**src/rtl/fp_cmd_issuer_if.sv**
```systemverilog
// Command, ALU operand/result and response signals of the FP command issuer.
// master = the issuer itself, slave = the environment (command source, ALU, consumer).
interface fp_cmd_issuer_if #(
  parameter int CNT_W = 16
);
  logic             cmd_valid;
  logic             cmd_ready;
  logic [1:0]       cmd_op;
  logic [31:0]      cmd_a;
  logic [31:0]      cmd_b;
  logic [1:0]       alu_op;
  logic             s_axis_a_tvalid;
  logic [31:0]      s_axis_a_tdata;
  logic             s_axis_b_tvalid;
  logic [31:0]      s_axis_b_tdata;
  logic             m_axis_result_tvalid;
  logic [31:0]      m_axis_result_tdata;
  logic             resp_valid;
  logic             resp_ready;
  logic [31:0]      resp_data;
  logic [1:0]       resp_op;
  logic             resp_timeout;
  logic [7:0]       stray_count;
  logic [CNT_W-1:0] done_count;

  modport master (
    input  cmd_valid, cmd_op, cmd_a, cmd_b,
    input  m_axis_result_tvalid, m_axis_result_tdata,
    input  resp_ready,
    output cmd_ready, alu_op,
    output s_axis_a_tvalid, s_axis_a_tdata, s_axis_b_tvalid, s_axis_b_tdata,
    output resp_valid, resp_data, resp_op, resp_timeout,
    output stray_count, done_count
  );

  modport slave (
    output cmd_valid, cmd_op, cmd_a, cmd_b,
    output m_axis_result_tvalid, m_axis_result_tdata,
    output resp_ready,
    input  cmd_ready, alu_op,
    input  s_axis_a_tvalid, s_axis_a_tdata, s_axis_b_tvalid, s_axis_b_tdata,
    input  resp_valid, resp_data, resp_op, resp_timeout,
    input  stray_count, done_count
  );
endinterface

```
**src/rtl/fp_cmd_issuer.sv**
```systemverilog
// Issues one FP command to the ALU operand streams, waits for the result (or a timeout)
// and returns it on a valid/ready response port; one command in flight at a time.
module fp_cmd_issuer #(
  parameter int TIMEOUT_CYC = 64,
  parameter int CNT_W       = 16
) (
  input  logic                i_clk,
  input  logic                i_rst_n,
  fp_cmd_issuer_if.master     bus
);

  localparam int TW = (TIMEOUT_CYC > 2) ? $clog2(TIMEOUT_CYC) : 1;

  typedef enum logic [1:0] {
    S_IDLE,
    S_ISSUE,
    S_WAIT,
    S_RESP
  } state_t;

  state_t           r_state;
  logic             r_cmd_ready;
  logic             r_tvalid;
  logic [1:0]       r_op;
  logic [31:0]      r_a;
  logic [31:0]      r_b;
  logic [TW-1:0]    r_timer;
  logic             r_resp_valid;
  logic [31:0]      r_resp_data;
  logic [1:0]       r_resp_op;
  logic             r_resp_timeout;
  logic [7:0]       r_stray;
  logic [CNT_W-1:0] r_done;

  logic w_result_in_wait;
  logic w_stray;
  logic w_timer_last;

  assign w_result_in_wait = bus.m_axis_result_tvalid && (r_state == S_WAIT);
  assign w_stray          = bus.m_axis_result_tvalid && (r_state != S_WAIT);
  assign w_timer_last     = (r_timer == TW'(TIMEOUT_CYC - 1));

  always_ff @(posedge i_clk or negedge i_rst_n) begin
    if (!i_rst_n) begin
      r_state        <= S_IDLE;
      r_cmd_ready    <= 1'b0;
      r_tvalid       <= 1'b0;
      r_op           <= 2'd0;
      r_a            <= 32'd0;
      r_b            <= 32'd0;
      r_timer        <= '0;
      r_resp_valid   <= 1'b0;
      r_resp_data    <= 32'd0;
      r_resp_op      <= 2'd0;
      r_resp_timeout <= 1'b0;
      r_stray        <= 8'd0;
      r_done         <= '0;
    end else begin
      // Results outside WAIT belong to no command: count them, never latch them.
      if (w_stray && (r_stray != 8'hFF)) begin
        r_stray <= r_stray + 8'd1;
      end

      case (r_state)
        S_IDLE: begin
          if (bus.cmd_valid && r_cmd_ready) begin
            r_cmd_ready <= 1'b0;
            r_op        <= bus.cmd_op;
            r_a         <= bus.cmd_a;
            r_b         <= bus.cmd_b;
            r_tvalid    <= 1'b1;
            r_state     <= S_ISSUE;
          end else begin
            r_cmd_ready <= 1'b1;
          end
        end

        S_ISSUE: begin
          r_tvalid <= 1'b0;
          r_timer  <= '0;
          r_state  <= S_WAIT;
        end

        S_WAIT: begin
          r_timer <= r_timer + TW'(1);
          // A result landing on the final timeout cycle still takes priority.
          if (w_result_in_wait) begin
            r_resp_data    <= bus.m_axis_result_tdata;
            r_resp_timeout <= 1'b0;
            r_resp_op      <= r_op;
            r_resp_valid   <= 1'b1;
            r_state        <= S_RESP;
          end else if (w_timer_last) begin
            r_resp_data    <= 32'h7FC0_0000;
            r_resp_timeout <= 1'b1;
            r_resp_op      <= r_op;
            r_resp_valid   <= 1'b1;
            r_state        <= S_RESP;
          end
        end

        S_RESP: begin
          if (bus.resp_ready) begin
            r_resp_valid <= 1'b0;
            r_done       <= r_done + CNT_W'(1);
            r_cmd_ready  <= 1'b1;
            r_state      <= S_IDLE;
          end
        end

        default: begin
          r_state <= S_IDLE;
        end
      endcase
    end
  end

  assign bus.cmd_ready       = r_cmd_ready;
  assign bus.alu_op          = r_op;
  assign bus.s_axis_a_tvalid = r_tvalid;
  assign bus.s_axis_a_tdata  = r_a;
  assign bus.s_axis_b_tvalid = r_tvalid;
  assign bus.s_axis_b_tdata  = r_b;
  assign bus.resp_valid      = r_resp_valid;
  assign bus.resp_data       = r_resp_data;
  assign bus.resp_op         = r_resp_op;
  assign bus.resp_timeout    = r_resp_timeout;
  assign bus.stray_count     = r_stray;
  assign bus.done_count      = r_done;

endmodule

```
**src/flat_wrapper.sv**
```systemverilog
// flat-port wrapper written by rule: the top's interface ports become plain ports
module fp_cmd_issuer_flat 
#(
  parameter int TIMEOUT_CYC = 64,
  parameter int CNT_W       = 16
)
  (i_clk, i_rst_n, bus_cmd_valid, bus_cmd_op, bus_cmd_a, bus_cmd_b, bus_m_axis_result_tvalid, bus_m_axis_result_tdata, bus_resp_ready, bus_cmd_ready, bus_alu_op, bus_s_axis_a_tvalid, bus_s_axis_a_tdata, bus_s_axis_b_tvalid, bus_s_axis_b_tdata, bus_resp_valid, bus_resp_data, bus_resp_op, bus_resp_timeout, bus_stray_count, bus_done_count);
  fp_cmd_issuer_if #(.CNT_W(CNT_W)) bus_i ();
  input  logic i_clk;
  input  logic i_rst_n;
  input wire logic [$bits(bus_i.cmd_valid)-1:0] bus_cmd_valid;
  input wire logic [$bits(bus_i.cmd_op)-1:0] bus_cmd_op;
  input wire logic [$bits(bus_i.cmd_a)-1:0] bus_cmd_a;
  input wire logic [$bits(bus_i.cmd_b)-1:0] bus_cmd_b;
  input wire logic [$bits(bus_i.m_axis_result_tvalid)-1:0] bus_m_axis_result_tvalid;
  input wire logic [$bits(bus_i.m_axis_result_tdata)-1:0] bus_m_axis_result_tdata;
  input wire logic [$bits(bus_i.resp_ready)-1:0] bus_resp_ready;
  output wire logic [$bits(bus_i.cmd_ready)-1:0] bus_cmd_ready;
  output wire logic [$bits(bus_i.alu_op)-1:0] bus_alu_op;
  output wire logic [$bits(bus_i.s_axis_a_tvalid)-1:0] bus_s_axis_a_tvalid;
  output wire logic [$bits(bus_i.s_axis_a_tdata)-1:0] bus_s_axis_a_tdata;
  output wire logic [$bits(bus_i.s_axis_b_tvalid)-1:0] bus_s_axis_b_tvalid;
  output wire logic [$bits(bus_i.s_axis_b_tdata)-1:0] bus_s_axis_b_tdata;
  output wire logic [$bits(bus_i.resp_valid)-1:0] bus_resp_valid;
  output wire logic [$bits(bus_i.resp_data)-1:0] bus_resp_data;
  output wire logic [$bits(bus_i.resp_op)-1:0] bus_resp_op;
  output wire logic [$bits(bus_i.resp_timeout)-1:0] bus_resp_timeout;
  output wire logic [$bits(bus_i.stray_count)-1:0] bus_stray_count;
  output wire logic [$bits(bus_i.done_count)-1:0] bus_done_count;
  assign bus_i.cmd_valid = bus_cmd_valid;
  assign bus_i.cmd_op = bus_cmd_op;
  assign bus_i.cmd_a = bus_cmd_a;
  assign bus_i.cmd_b = bus_cmd_b;
  assign bus_i.m_axis_result_tvalid = bus_m_axis_result_tvalid;
  assign bus_i.m_axis_result_tdata = bus_m_axis_result_tdata;
  assign bus_i.resp_ready = bus_resp_ready;
  assign bus_cmd_ready = bus_i.cmd_ready;
  assign bus_alu_op = bus_i.alu_op;
  assign bus_s_axis_a_tvalid = bus_i.s_axis_a_tvalid;
  assign bus_s_axis_a_tdata = bus_i.s_axis_a_tdata;
  assign bus_s_axis_b_tvalid = bus_i.s_axis_b_tvalid;
  assign bus_s_axis_b_tdata = bus_i.s_axis_b_tdata;
  assign bus_resp_valid = bus_i.resp_valid;
  assign bus_resp_data = bus_i.resp_data;
  assign bus_resp_op = bus_i.resp_op;
  assign bus_resp_timeout = bus_i.resp_timeout;
  assign bus_stray_count = bus_i.stray_count;
  assign bus_done_count = bus_i.done_count;
  fp_cmd_issuer #(.TIMEOUT_CYC(TIMEOUT_CYC), .CNT_W(CNT_W)) u_core (.i_clk(i_clk), .i_rst_n(i_rst_n), .bus(bus_i));
endmodule
```
**config.mk**
```make
export PLATFORM = sky130hd
export DESIGN_NAME = fp_cmd_issuer_flat
export DESIGN_NICKNAME = d
export VERILOG_FILES = /design/src/rtl/fp_cmd_issuer_if.sv /design/src/rtl/fp_cmd_issuer.sv /design/src/flat_wrapper.sv
export SDC_FILE = /design/constraint.sdc
export NUM_CORES = 1
export LEC_CHECK = 0
export ABC_AREA = 1
export BUFFER_PORTS_ARGS = -buffer_cell sky130_fd_sc_hd__buf_2
export CAP_MARGIN = 25
export CORE_MARGIN = 2
export CORE_UTILIZATION = 44
export CTS_CLUSTER_SIZE = 12
export DETAILED_ROUTE_END_ITERATION = 6
export GPL_ROUTABILITY_DRIVEN = 0
export PLACE_DENSITY = 0.75
export SYNTH_ARGS = -nofsm -noshare
export SYNTH_HDL_FRONTEND = slang
export SYNTH_SLANG_ARGS = --single-unit
export TNS_END_PERCENT = 20
```
**constraint.sdc**
```tcl
create_clock -name i_clk -period 1.5 [get_ports i_clk]
set_input_delay 0.225 -clock i_clk [delete_from_list [all_inputs] [get_ports i_clk]]
set_output_delay 0.225 -clock i_clk [all_outputs]
set_load 0.05 [all_outputs]
```
==> impl_metrics.json, run 1 <==
{
  "grt_pass1_wl_mm": 23.1,
  "synth_top_family_by_area": "simple AND/OR/NAND/NOR gates",
  "setup_violations": 0,
  "final_hold_viol_count": 0,
  "required_ns": 1.80,
  "p_per_area_nw_per_um2": 2650,
  "antenna_found_initial": 0,
  "diodes": 0,
  "min_period_ns": 1.45,
  "start_util_pct": 45.2,
  "rsz0062_at_grt": "true",
  "antenna_left": 0,
  "cts.sinks": 136,
  "num-nets-final": 900,
  "synth_xor_area_share_pct": 2.46,
  "cp-end-kind": "flop",
  "syn2layout_area_growth_pct": 40.5,
  "clk_latency_ns": 0.42,
  "grt_max_degree": 38,
  "h-tree-depth": 4,
  "drt_pass1_iterations": 5,
  "timing.fmax_ghz": 0.690,
  "crit_slowest_cell": "dfrtp_2",
  "synth-warning-count": 0,
  "synth_seq_cells": 136,
  "wl_per_cell_um": 14.3,
  "vias": 4576,
  "slowest_delay_ns": 0.43,
  "worst_slew_pin_slew_ns": 0.356,
  "rows": 41,
  "syn_nets": 631,
  "yosys-mux-area-fraction_pct": 13.0,
  "synth_area_um2": 5700,
  "synth_top_area_share_pct": 59.7,
  "dpl_cell_area_um2": 7200,
  "hold_class": "input pin to flop",
  "relSlewSlack_pct": 76.3,
  "path_buf_inv": 3,
  "async_flop_share_pct": 100,
  "max-cap-violations": 0,
  "die_x_um": 118,
  "final_cell_mix": "buf_2, nand2_1, dfrtp_1",
  "die_h_um": 118,
  "power_leakage_nw": 4.19,
  "synthTopCellsByArea": "dfrtp_1, mux2_2, nand2_1",
  "routed_wl_mm": 13.9,
  "dp_cells": 933,
  "synth_area_leader_cell": "dfrtp_1",
  "avgSynthCellArea_um2": 10.9,
  "peakVddDrop_mv": 2.15,
  "layout_commonest_cell": "buf_2",
  "ys_seq_area_share_pct": 59.7,
  "core_um2": 12600,
  "layout-drive-gt1-share_pct": 50.2,
  "synth_ff_type": "dfrtp_1",
  "die_area_um2": 13900,
  "dp_hpwl_mm": 10.3,
  "cts.clk_slew.worst_paths_ns": 0.05,
  "cts_tree": "yes",
  "synth_adder_area_share_pct": 1.54,
  "netlist-cell-type-count": 33,
  "clockBufferDepth": 2,
  "port_buffers": 231,
  "ios": 232,
  "cp_max_fo": 6,
  "gr-usage-all-layers_pct": 20.9,
  "synth_edf_count": 0,
  "stdcell_count": 975,
  "setup.worst_path.start_class": "flop",
  "vias_per_cell": 4.69,
  "drc": 0,
  "cp_cell_sequence": "buf_4 -> ha_2 -> buf_6 -> nand2_4 -> nand2_8 -> buf_6 -> nor2_1 -> nor2_1",
  "fill_cells": 1038,
  "status": "complete, no violations",
  "skew_ns": 0.00707,
  "cts_root_buf": "clkbuf_16",
  "synth_compound_area_share_pct": 1.67,
  "layout_worst_path_cycle_share_pct": 96.6,
  "fin_area_um2": 8010,
  "grt_pass1_vias": 4756,
  "grt_overflow": 0,
  "numCtsBuffers": 17,
  "cpLargestDelayFamily": "flip-flops",
  "drt-initial-drc-count": 223,
  "synthSimpleGateAreaFrac_pct": 17.0,
  "postSynthCellCount": 521,
  "critPathArrivalTime_ns": 1.75,
  "drv_slew": 0,
  "critPathKind": "flop to flop"
}
[synthesized netlist by cell type (2+ instances only)]
cell     number
nand2_1     149
dfrtp_1     136
mux2_2       66
nor2_1       49
inv_1        29
nand3_1      13
buf_6         9
xnor2_1       9
ha_1          7
o21ai_0       7
xor2_1        7
a21oi_1       4
buf_2         4
nand2_2       4
nor2_2        3
nor2_4        3
buf_4         2
inv_2         2
nand3_2       2
nand4_1       2
nor3_1        2
[power breakdown]
part / internal, mW / leakage [nW] / switching (mW)
Clock: 2.73 / 0.294 / 1.53
Sequential: 5.25 / 1.66 / 0.919
Combinational: 3.03 / 2.24 / 7.74
Total: 11.0 / 4.19 / 10.2
[state kept, by name, summed over array words and instances, names as in the netlist]
name / flops
u_core.r_timer: 6
u_core.bus.resp_op: 2
u_core.bus.stray_count: 8
u_core.bus.resp_valid: 1
u_core.bus.done_count: 16
u_core.bus.s_axis_a_tvalid: 1
u_core.bus.s_axis_b_tdata: 32
u_core.bus.s_axis_a_tdata: 32
u_core.bus.resp_timeout: 1
u_core.bus.resp_data: 32
u_core.r_state: 2
u_core.bus.cmd_ready: 1
u_core.bus.alu_op: 2
[final cells by class]
type	count	area, um2	area share, %
Timing Repair Buffer	265	1490	18.7
Inverter	32	128	1.59
Tap cell	172	215	2.69
Clock inverter	12	149	1.86
Clock buffer	20	467	5.83
Multi-Input combinational cell	338	2140	26.7
Sequential cell	136	3410	42.6
[worst min-delay path: cells and delay by family]
family	cells	cell delay (ns)
and+or+nand+nor	2	0.09
buffers and inverters	1	0.08
[path summary, 6_finish.rpt]
path | startpoint | to | slack (ns) | cells past startpoint
hold reg to reg | u_core.bus.resp_data[6] | u_core.bus.resp_data[6] | 0.46 | 2
setup reg to reg | u_core.r_state[1] | u_core.bus.resp_data[23] | 0.05 | 8
setup / recovery | u_core.r_state[1] | u_core.bus.resp_data[23] | 0.05 | 8
max in group asynchronous | i_rst_n | u_core.r_timer[0] | 0.64 | 3
hold / removal | bus_m_axis_result_tdata[21] | u_core.bus.resp_data[21] | 0.02 | 3
min in group asynchronous | i_rst_n | u_core.bus.done_count[8] | 0.28 | 2
[stage by stage]
stage                     hold slack, ns  setup TNS, ns  utilization (%)  setup WS, ns  total power, mW
final                             0.0189              0             63.4        0.0510             21.2
after CTS                        0.00353         -0.439             62.8       -0.0263             21.2
after global placement             0.144         -0.427             57.0       -0.0155             16.4
after floorplan                  -0.0706          -1.68                -       -0.0564             14.0
after global routing             0.00931        -0.0299             63.4      -0.00898             22.3
after detailed placement           0.142          -3.02             57.0       -0.0653             16.6
[routing by layer]
metal  track usage [%]  up-vias  part of all wire [%]
li1                  -     2205                     -
met4              8.51        0                   2.2
met3              6.15       22                   7.4
met1              25.1     2167                    40
met2              35.4      182                    50
met5                 0        -                     0
[cell families (layout without fill, tap and decap cells)]
kind of cell / after synthesis / in the layout
flops: 136 / 136
fa+ha+maj: 7 / 7
xor+xnor: 16 / 16
compound gates: 17 / 17
buf+inv: 47 / 329
simple gates: 232 / 232
mux: 66 / 66
[repair_timing]
action / CTS / global route
endpoints found under the setup margin: 68 / 111
pin swaps: 2 / 4
gates cloned: 1 / 0
gates resized for setup: 12 / 18
hold buffers: 1 / 0
hold endpoints to repair: 27 / 0
buffers inserted: 4 / 6
No activity file was read; power rests on OpenSTA's default activity.
==> run 2: changes to the inputs <==
--- a/config.mk
+++ b/config.mk
@@ -8,11 +8,12 @@
 export ABC_AREA = 1
 export BUFFER_PORTS_ARGS = -buffer_cell sky130_fd_sc_hd__buf_2
 export CAP_MARGIN = 25
-export CORE_MARGIN = 2
+export CORE_MARGIN = 4
 export CORE_UTILIZATION = 44
 export CTS_CLUSTER_SIZE = 12
 export DETAILED_ROUTE_END_ITERATION = 6
 export GPL_ROUTABILITY_DRIVEN = 0
+export GPL_TIMING_DRIVEN = 0
 export PLACE_DENSITY = 0.75
 export SYNTH_ARGS = -nofsm -noshare
 export SYNTH_HDL_FRONTEND = slang
==> impl_metrics.json, run 2 (same netlist as run 1, synthesis figures left out) <==
{
  "grt-busiest-layer": "met2",
  "num-nets-final": 904,
  "h-tree-depth": 4,
  "diodes": 0,
  "cpLargestDelayFamily": "flip-flops",
  "cts_tree": "yes",
  "grt_overflow": 0,
  "routed_wl_mm": 14.5,
  "cp_max_fo": 10,
  "critPathArrivalTime_ns": 1.83,
  "peakVddDrop_mv": 1.83,
  "vias_per_cell": 4.77,
  "antenna_left": 0,
  "crit_slowest_cell": "dfrtp_2",
  "rsz0062_at_grt": "true",
  "gr-usage-all-layers_pct": 19.0,
  "p_per_area_nw_per_um2": 2640,
  "drt_pass1_iterations": 5,
  "grt_pass1_wl_mm": 22.1,
  "final_util_pct": 63.8,
  "whs_ns": 0.0281,
  "syn2layout_area_growth_pct": 42.0,
  "dpl_cell_area_um2": 7130,
  "stdcell_count": 979,
  "slowest_delay_ns": 0.46,
  "timing.critical_path.mode_cell": "buf_8",
  "cp-end-kind": "flop",
  "clockBufferDepth": 2,
  "fill_cells": 1020,
  "final.setup.tns_ns": -1.18,
  "clk_latency_ns": 0.41,
  "timing.fmax_ghz": 0.648,
  "critPathKind": "flop to flop",
  "setup.worst_path.start_class": "flop",
  "dp_hpwl_mm": 10.6,
  "layout_commonest_cell": "buf_2",
  "status": "finished, violations left",
  "skew_ns": 0.00630,
  "required_ns": 1.79,
  "power_leakage_nw": 4.24,
  "wl_per_cell_um": 14.8,
  "cts_root_buf": "clkbuf_16",
  "ios": 232,
  "fin_area_um2": 8090,
  "relSlewSlack_pct": 56.7,
  "drt-initial-drc-count": 286,
  "core_um2": 12700,
  "final_hold_viol_count": 0,
  "met3_usage_pct": 6.13,
  "vias": 4667,
  "grt_pass1_vias": 4645,
  "layout-drive-gt1-share_pct": 50.4,
  "numCtsBuffers": 17,
  "cts.sinks": 136,
  "die_area_um2": 14800,
  "hold_class": "input pin to flop",
  "min_period_ns": 1.54,
  "finalWorstSetupSlack_ns": -0.0434,
  "cp_cell_sequence": "inv_2 -> ha_4 -> nand3_4 -> buf_8 -> buf_8 -> mux2_2",
  "port_buffers": 231,
  "dp_cells": 925,
  "rows": 41,
  "grt_max_degree": 71,
  "path_buf_inv": 3,
  "start_util_pct": 45.0,
  "die_x_um": 122,
  "use_met2_pct": 32.0,
  "drc": 0,
  "die_h_um": 122,
  "final_cell_mix": "buf_2, nand2_1, dfrtp_1",
  "use_met1_pct": 22.4,
  "layout_worst_path_cycle_share_pct": 103,
  "drv_slew": 0,
  "antenna_found_initial": 0,
  "max-cap-violations": 0,
  "cts.clk_slew.worst_paths_ns": 0.06,
  "setup_violations": 44,
  "violations": "setup timing",
  "worst_slew_pin_slew_ns": 0.650
}
run 2: metrics by stage:
step	setup WS [ns]	power [mW]
after global placement	-1.79	16.3
after floorplan	-0.0564	14.0
final	-0.0434	21.3
after global routing	-0.117	22.4
after detailed placement	-0.355	16.6
after CTS	-0.0425	21.0
run 2: worst reg2reg max path, delay by kind of cell (launching register included):
family	cells	cell delay, ns
DFF	1	0.46
adders and majority gates	1	0.16
and+or+nand+nor	1	0.11
muxes	1	0.28
buffers and inverters	3	0.42
run 2: timing repair:
action                     CTS  global route
setup buffers                5            14
gates cloned                 0             2
hold endpoints to repair    69             0
hold buffers                 1             0
resized for setup           19            25
pin swaps                    0            10
setup endpoints to repair  102           103
run 2: worst paths after layout:
check	from	end	slack (ns)	cells after the start
worst max-delay path	u_core.r_state[1]	u_core.bus.s_axis_b_tdata[4]	-0.04	6
worst min-delay path	bus_m_axis_result_tdata[10]	u_core.bus.resp_data[10]	0.03	3
worst max register to register	u_core.r_state[1]	u_core.bus.s_axis_b_tdata[4]	-0.04	6
worst min register to register	u_core.bus.resp_data[5]	u_core.bus.resp_data[5]	0.47	2
max in group asynchronous	i_rst_n	u_core.bus.s_axis_b_tdata[19]	0.34	3
min in group asynchronous	i_rst_n	u_core.bus.done_count[5]	0.40	2
run 2: metal layers:
layer	vias to the layer above	wire length, um
li1	2213	-
met1	2222	5390
met2	205	7520
met3	27	1300
met4	0	290
met5	-	0
run 2: final cells by class:
type,count,area (um2),area share [%]
buffer,15,175,2.17
sequential,136,3410,42.2
inverter,32,130,1.61
clock inverter,9,124,1.53
timing repair buffer,254,1410,17.4
multi-input combinational,338,2170,26.8
tap,172,215,2.66
clock buffer,23,458,5.66
run 2: where the power goes:
group / switching (mW) / internal, mW / total (mW)
clock: 1.46 / 2.65 / 4.11
sequential: 0.960 / 5.25 / 6.21
combinational: 7.82 / 3.20 / 11.0
==> run 3: changes to the inputs <==
--- a/config.mk
+++ b/config.mk
@@ -5,16 +5,16 @@
 export SDC_FILE = /design/constraint.sdc
 export NUM_CORES = 1
 export LEC_CHECK = 0
-export ABC_AREA = 1
+export ABC_AREA = 0
 export BUFFER_PORTS_ARGS = -buffer_cell sky130_fd_sc_hd__buf_2
 export CAP_MARGIN = 25
 export CORE_MARGIN = 4
-export CORE_UTILIZATION = 44
+export CORE_UTILIZATION = 43
 export CTS_CLUSTER_SIZE = 12
 export DETAILED_ROUTE_END_ITERATION = 6
 export GPL_ROUTABILITY_DRIVEN = 0
 export GPL_TIMING_DRIVEN = 0
-export PLACE_DENSITY = 0.75
+export PLACE_DENSITY = 0.74
 export SYNTH_ARGS = -nofsm -noshare
 export SYNTH_HDL_FRONTEND = slang
 export SYNTH_SLANG_ARGS = --single-unit
==> impl_metrics.json, run 3 <==
{
  "clk_latency_ns": 0.41,
  "grt_overflow": 0,
  "dp_hpwl_mm": 10.1,
  "grt_pass1_vias": 4480,
  "critPathArrivalTime_ns": 1.91,
  "status": "finished, violations left",
  "layout_commonest_cell": "buf_2",
  "pwr-share-comb_pct": 52.1,
  "drc": 0,
  "p_per_area_nw_per_um2": 2660,
  "postSynthCellCount": 440,
  "cts.sinks": 136,
  "synthSimpleGateAreaFrac_pct": 10.0,
  "port_buffers": 231,
  "grt_pass1_wl_mm": 22.4,
  "wl_per_cell_um": 15.9,
  "violations": "setup timing",
  "syn_nets": 550,
  "ys_seq_area_share_pct": 62.0,
  "synth_top_family_by_area": "multiplexers",
  "layout-drive-gt1-share_pct": 57.1,
  "final.setup.tns_ns": -2.05,
  "grt_max_degree": 82,
  "antenna_left": 0,
  "numCtsBuffers": 17,
  "use_met1_pct": 23.5,
  "skew_ns": 0.00640,
  "cts_root_buf": "clkbuf_16",
  "cts_tree": "yes",
  "crit_slowest_cell": "dfrtp_1",
  "setup.worst_path.start_class": "flop",
  "die_area_um2": 14600,
  "peakVddDrop_mv": 1.28,
  "required_ns": 1.78,
  "die_x_um": 121,
  "synth-warning-count": 0,
  "synth_top_area_share_pct": 62.0,
  "relSlewSlack_pct": 64.4,
  "rows": 41,
  "synth_common_cells": "dfrtp_1, nand2_1, mux2_2",
  "ios": 232,
  "die_h_um": 121,
  "synth_area_um2": 5490,
  "layout_worst_path_cycle_share_pct": 109,
  "yosys-mux-area-fraction_pct": 14.9,
  "p_switching_mw": 10.3,
  "slowest_delay_ns": 0.36,
  "synth_seq_cells": 136,
  "clockPowerShare_pct": 18.7,
  "drv_slew": 0,
  "setup_violations": 50,
  "clockBufferDepth": 2,
  "met3_usage_pct": 5.50,
  "diodes": 0,
  "synth.most_common_cell": "dfrtp_1",
  "synth_area_leader_cell": "dfrtp_1",
  "timing.fmax_ghz": 0.613,
  "final_hold_viol_count": 0,
  "vias_per_cell": 4.89,
  "routed_wl_mm": 14.4,
  "synth_adder_area_share_pct": 1.59,
  "seqPwrFrac_pct": 29.2,
  "grt-busiest-layer": "met2",
  "min_period_ns": 1.63,
  "use_met2_pct": 33.2,
  "critPathKind": "flop to flop",
  "power_leakage_nw": 4.04,
  "max-cap-violations": 0,
  "gr-usage-all-layers_pct": 19.5,
  "synthTopCellsByArea": "dfrtp_1, mux2_2, nand2_1",
  "rsz0062_at_grt": "true",
  "synth_ff_type": "dfrtp_1",
  "async_flop_share_pct": 100,
  "p_sw_share_pct": 47.9,
  "cp_cell_sequence": "ha_2 -> and3_4 -> a31oi_4 -> a221oi_4 -> mux2_4",
  "synth_edf_count": 0,
  "start_util_pct": 43.7,
  "antenna_found_initial": 1,
  "drt_pass1_iterations": 4,
  "hold_class": "input pin to flop",
  "worst_slew_pin_slew_ns": 0.533,
  "avgSynthCellArea_um2": 12.5,
  "drt-initial-drc-count": 190,
  "netlist-cell-type-count": 38,
  "finalWorstSetupSlack_ns": -0.131,
  "h-tree-depth": 4,
  "cp_max_fo": 4,
  "num-nets-final": 832,
  "vias": 4435,
  "syn2layout_area_growth_pct": 47.1,
  "cts.clk_slew.worst_paths_ns": 0.06,
  "synth_compound_area_share_pct": 5.63,
  "p_int_mw": 11.2,
  "core_um2": 12600,
  "final_cell_mix": "buf_2, dfrtp_1, nand2_1",
  "synth_xor_area_share_pct": 3.03,
  "final_util_pct": 64.3,
  "cp-end-kind": "flop"
}
-- run 3: logic make-up (layout without fill, tap and decap cells) --
| logic type | Yosys count | in the layout |
|---|---|---|
| flops | 136 | 136 |
| buf+inv | 30 | 325 |
| compound gates | 55 | 55 |
| simple gates | 121 | 121 |
| mux | 72 | 72 |
| xor+xnor | 19 | 19 |
| fa+ha+maj | 7 | 7 |
-- run 3: final timing paths --
path,to,slack [ns],cells past startpoint,startpoint
worst max-delay path,u_core.r_state[1],-0.13,5,u_core.r_timer[1]
worst min-delay path,u_core.bus.resp_data[20],0.02,3,bus_m_axis_result_tdata[20]
worst max register to register,u_core.r_state[1],-0.13,5,u_core.r_timer[1]
worst min register to register,u_core.bus.done_count[15],0.48,1,u_core.bus.done_count[15]
max in group asynchronous,u_core.bus.done_count[6],0.40,3,i_rst_n
min in group asynchronous,u_core.bus.stray_count[1],0.34,2,i_rst_n
-- run 3: layer usage --
metal | up-vias | wire (um)
li1 | 2080 | -
met3 | 28 | 896
met1 | 2175 | 5670
met5 | - | 7
met2 | 150 | 7610
met4 | 2 | 267
-- run 3: timing repair --
item | CTS | global route
setup buffers | 11 | 7
cloned | 2 | 2
hold buffers | 8 | 1
setup endpoints to repair | 120 | 120
gates resized for setup | 53 | 55
endpoints found under the hold margin | 62 | 1
pin swaps | 7 | 7
-- run 3: area by class of cell --
cell class                 count  area (um2)
buffer                        21         230
fill                         976        4490
tap                          172         215
inverter                       9        36.3
sequential                   136        3420
clock buffer                  23         478
multi-input combinational    274        2100
timing repair buffer         263        1500
clock inverter                 9        97.6
-- run 3: power by group through the flow --
| stage | clock network (mW) | logic (mW) | registers [mW] |
|---|---|---|---|
| floorplan | 0 | 2.53 | 11.5 |
| global placement | 0 | 10.2 | 6.15 |
| detailed placement | 0 | 10.4 | 6.25 |
| CTS | 4.10 | 11.0 | 6.23 |
| global route | 4.31 | 11.7 | 6.45 |
| finish | 4.03 | 11.2 | 6.27 |
-- run 3: through the flow --
step                      power [mW]  setup WS, ns  hold WS [ns]  std cells  instance area, um2
final                           21.5        -0.131        0.0228        907                8080
after global routing            22.5        -0.176       0.00320        907                8080
after CTS                       21.3        -0.108       0.00239        897                7880
after detailed placement        16.7        -0.404         0.219        844                6950
after global placement          16.4         -1.74         0.420        843                6920
after floorplan                 14.1       -0.0619       -0.0706        440                5550
-- run 3: critical path: cells and delay by family, from the launching register on --
kind,cells,cell delay [ns]
DFF,1,0.36
adders and majority gates,1,0.19
muxes,1,0.33
and+or+nand+nor,1,0.22
AOI/OAI and AO/OA,2,0.41
